$ cat src/rtl/mux_tdm.sv
// Registered N:1 mux with a round-robin time-division scan mode.
// Manual mode forwards channel s; scan mode walks the enabled channels and tags each word with its index.

module mux_tdm_lane #(
  parameter int SEL_W = 2,
  parameter int IDX   = 0
) (
  input  logic             req,
  input  logic [SEL_W-1:0] ptr,
  output logic             req_hi
);
  localparam logic [SEL_W-1:0] IDX_V = SEL_W'(IDX);

  // Request from this lane that lies at or after the scan pointer.
  assign req_hi = req && (IDX_V >= ptr);
endmodule

module mux_tdm #(
  parameter int WIDTH    = 8,
  parameter int CHANNELS = 4,
  parameter int SEL_W    = 2
) (
  input  logic                      clk,
  input  logic                      rst_n,
  input  logic [CHANNELS*WIDTH-1:0] d,
  input  logic [SEL_W-1:0]          s,
  input  logic                      mode,
  input  logic                      en,
  input  logic [CHANNELS-1:0]       ch_en,
  output logic [WIDTH-1:0]          out,
  output logic [SEL_W-1:0]          ch,
  output logic                      valid,
  output logic                      wrap
);
  localparam logic [SEL_W:0]   CH_LIM = (SEL_W+1)'(CHANNELS);
  localparam logic [SEL_W-1:0] LAST   = SEL_W'(CHANNELS-1);

  logic [CHANNELS-1:0][WIDTH-1:0] d_arr;
  logic [SEL_W-1:0]               ptr;
  logic [CHANNELS-1:0]            req_hi;
  logic [SEL_W-1:0]               pick_hi, pick_lo, pick, last_en, ptr_nxt;
  logic                           any_en, s_ok;

  assign d_arr = d;

  for (genvar i = 0; i < CHANNELS; i++) begin : g_lane
    mux_tdm_lane #(.SEL_W(SEL_W), .IDX(i)) u_lane (
      .req    (ch_en[i]),
      .ptr    (ptr),
      .req_hi (req_hi[i])
    );
  end

  // Circular pick: lowest request at/after ptr, else lowest request overall.
  always_comb begin
    pick_hi = '0;
    pick_lo = '0;
    last_en = '0;
    for (int i = CHANNELS-1; i >= 0; i--) begin
      if (ch_en[i])  pick_lo = SEL_W'(i);
      if (req_hi[i]) pick_hi = SEL_W'(i);
    end
    for (int i = 0; i < CHANNELS; i++)
      if (ch_en[i]) last_en = SEL_W'(i);
    any_en  = |ch_en;
    pick    = (|req_hi) ? pick_hi : pick_lo;
    ptr_nxt = (pick == LAST) ? '0 : pick + SEL_W'(1);
    s_ok    = {1'b0, s} < CH_LIM;
  end

  always_ff @(posedge clk or negedge rst_n) begin
    if (!rst_n) begin
      out   <= '0;
      ch    <= '0;
      valid <= 1'b0;
      wrap  <= 1'b0;
      ptr   <= '0;
    end else begin
      valid <= 1'b0;
      wrap  <= 1'b0;
      // Manual mode parks the pointer so every scan entry starts at channel 0.
      if (!mode) ptr <= '0;
      if (en) begin
        if (!mode) begin
          ch <= s;
          if (s_ok) begin
            out   <= d_arr[s];
            valid <= 1'b1;
          end else begin
            out <= '0;
          end
        end else if (any_en) begin
          out   <= d_arr[pick];
          ch    <= pick;
          valid <= 1'b1;
          wrap  <= (pick == last_en);
          ptr   <= ptr_nxt;
        end
      end
    end
  end
endmodule

$ cat config.mk
export PLATFORM = sky130hd
export DESIGN_NAME = mux_tdm
export DESIGN_NICKNAME = d
export VERILOG_FILES = /design/src/rtl/mux_tdm.sv
export SDC_FILE = /design/constraint.sdc
export NUM_CORES = 1
export LEC_CHECK = 0
export BUFFER_PORTS_ARGS = -buffer_cell sky130_fd_sc_hd__buf_2
export CAP_MARGIN = 25
export CORE_UTILIZATION = 48
export CTS_CLUSTER_SIZE = 30
export DETAILED_ROUTE_END_ITERATION = 10
export GPL_TIMING_DRIVEN = 0
export HOLD_SLACK_MARGIN = 0.03
export PLACE_DENSITY_LB_ADDON = 0.05
export SYNTH_ARGS = -nofsm -noshare
export SYNTH_HDL_FRONTEND = slang
export SYNTH_SLANG_ARGS = --single-unit
export TNS_END_PERCENT = 1
$ cat constraint.sdc
create_clock -name clk -period 2.05 [get_ports clk]
set_input_delay 0.41 -clock clk [delete_from_list [all_inputs] [get_ports clk]]
set_output_delay 0.41 -clock clk [all_outputs]
set_load 0.01 [all_outputs]
==> results.py <==
metrics = {
    "global_routing": {
        "antenna_found_initial": 0,
        "grt_max_degree": 15,
        "grt_overflow_total": 0,
        "grt_pass1_vias": 1249,
        "grt_use_total_pct": 26.9,
        "grt_pass1_wl_um": 5460,
    },
    "yosys": {
        "ys_warn_count": 0,
        "synth_cell_types": 32,
        "synth_area_um2": 1290,
        "ys.flop_type": "dfrtp_1",
        "synth_cells": 143,
        "yosysMostFrequentCell": "and3_1",
        "synth_edf_count": 0,
        "synthArstFlopShare_pct": 100,
        "synth_top_cell_by_area": "dfrtp_1",
        "syn-num-nets": 185,
        "ys_ff_latch": 14,
        "synthTopCellsByArea": "dfrtp_1, mux4_2, and3_1",
        "synth.yosys.seq_area_share_pct": 27.2,
        "netlist.area_leader.share_pct": 27.2,
        "synth_area_per_cell_um2": 9.02,
        "synthTopCellsByCount": "and3_1, dfrtp_1, nor2_1, o21ai_1, nand2_1",
    },
    "routing": {
        "vias": 1405,
        "drc": 0,
        "wl_per_cell_um": 16.1,
        "routed_wl_um": 3680,
        "drtAntennaViolNets": 0,
        "drtIter0Drc": 52,
        "drtPass1Iterations": 4,
        "avgViaCountPerCell": 6.14,
    },
    "clock_tree": {
        "clk_pin_slew_worst_paths_ns": 0.09,
        "cts-root-buf": "clkbuf_4",
        "cts_setup_buffers": 0,
        "clock_path_buffers": 2,
        "cts_tree": "done",
        "holdBufCountCts": 1,
        "post_cts_resized": 0,
        "clkSinkCount": 14,
        "htreeDepth": 1,
        "cts_buffers": 3,
        "clock_latency_ns": 0.29,
    },
    "status": {
        "status": "finished clean",
    },
    "power": {
        "p_int_uw": 596,
        "switching_share_pct": 35.0,
        "power_density_nw_per_um2": 562,
        "clockPowerShare_pct": 21.9,
        "seqPwrFrac_pct": 36.5,
        "power_uw": 916,
        "ir_worst_vdd_mv": 0.500,
        "p_sw_uw": 320,
        "combPwrFrac_pct": 41.5,
        "power.leakage_uw": 0.000739,
    },
    "timing": {
        "rsz0062_at_grt": "false",
        "timing.final.crit_period_ns": 1.78,
        "setup_violations": 0,
        "maxSlewHeadroom_pct": 60.7,
        "slew_viol_final": 0,
        "fmax_ghz": 0.560,
        "finalSetupTns_ns": 0,
        "tightest_slew_ns": 0.585,
        "fin_crit_sh_pct": 87.1,
        "finalHoldViolCount": 0,
        "clock_skew_ns": 0.00434,
    },
    "cells_and_area": {
        "drive_above_1_share_pct": 37.7,
        "final_net_count": 242,
        "antenna_cells": 0,
        "fin_cells": 229,
        "utilization_pct": 65.2,
        "synthToLayoutAreaGrowth_pct": 26.3,
        "fin_area_um2": 1630,
    },
    "worst_setup_path": {
        "crit_fanout": 10,
        "endpoint_kind": "register",
        "worstSetupPathType": "register to register",
        "r2r_slack_ns": 0.27,
        "cp.arrival_ns": 1.91,
        "required_ns": 2.18,
        "critPathLaunchType": "register",
    },
    "place": {
        "gp_congestion": 0.851,
        "dpl.hpwl_um": 2720,
        "placed_cells": 224,
        "placed_cell_area_um2": 1580,
        "portBuffers": 51,
    },
    "floorplan": {
        "fp.dieH_um": 53.8,
        "fp.dieW_um": 53.8,
        "start_util_pct": 51.6,
        "dieArea_um2": 2900,
        "row_count": 18,
        "core_um2": 2500,
        "io_pins": 54,
    },
    "flow_run": {
        "drv_cap": 0,
    },
    "worst_hold_path": {
        "hp-class": "input pin to register",
    },
}
==> power by group through the flow <==
stage / clock (µW) / sequential (µW) / combinational [µW]
finish: 201 / 334 / 381
global route: 212 / 339 / 416
CTS: 200 / 334 / 378
detailed placement: 0 / 340 / 376
global placement: 0 / 340 / 366
floorplan: 0 / 356 / 220
==> area by class of cell <==
cell class                 instances  area [µm²]
multi-input combinational        115         862
sequential                        14         350
fill                             222         871
inverter                           3        11.3
clock buffer                       4        36.3
buffer                            11        66.3
timing repair buffer              52         265
tap                               30        37.5
==> stage by stage <==
stage               setup slack [ns]  hold slack (ns)
finish                         0.265            0.393
detailed placement             0.104            0.322
global route                   0.134            0.393
floorplan                      0.419            0.114
CTS                            0.292            0.395
global placement               0.121            0.320
==> worst max-delay path, cell delays in order, from the launching register on <==
cell,delay (ns)
dfrtp_1,0.40
nor2b_1,0.09
o21ai_2,0.23
clkbuf_1,0.41
a21boi_0,0.16
o21ai_1,0.19
a41oi_1,0.15
==> path summary, 6_finish.rpt <==
path	start	end	cells past startpoint
worst max-delay path	ptr[0]	out[7]	6
worst min-delay path	mode	wrap	3
worst min register to register	ch[0]	ch[0]	2
min in group asynchronous	rst_n	out[7]	2
worst max register to register	ptr[0]	out[7]	6
max in group asynchronous	rst_n	wrap	2
==> logic make-up (layout without fill, tap and decap cells) <==
family	count (synthesis)	count (layout)	share of synthesized area (%)
muxes	9	9	14.7
buffers and inverters	14	70	6.01
DFF	14	14	27.2
xor gates and xnor gates	1	1	0.679
AOI/OAI and AO/OA	55	55	30.6
and+or+nand+nor	50	50	20.9
==> cells in the final DEF (no fill, tap or decap), drive strengths merged <==
| master | instances |
|---|---|
| nor2b | 4 |
| nor4 | 2 |
| a21oi | 6 |
| nor2 | 13 |
| a311o | 1 |
| nand3 | 1 |
| o31a | 1 |
| a221o | 1 |
| inv | 3 |
| mux2i | 1 |
| a41oi | 8 |
| o21ai | 18 |
| xnor2 | 1 |
| and2 | 1 |
| nand2 | 10 |
| nand2b | 2 |
| clkbuf | 10 |
| dlygate4sd3 | 1 |
| mux4 | 8 |
| buf | 56 |
| a21boi | 17 |
| or3 | 1 |
| o21a | 1 |
| a211oi | 2 |
| dfrtp | 14 |
| and3 | 16 |
==> registers in the layout (all words and copies together) (netlist names) <==
name	flops
wrap	1
valid	1
ch	2
ptr	2
out	8
==> metal layers <==
layer	up-vias	track usage, %	wire length, µm
li1	661	-	-
met1	667	31.4	1520
met2	73	49.2	1860
met3	4	5.37	272
met4	0	7.02	29
met5	-	0	0
Power figures use the tool's default switching activity.
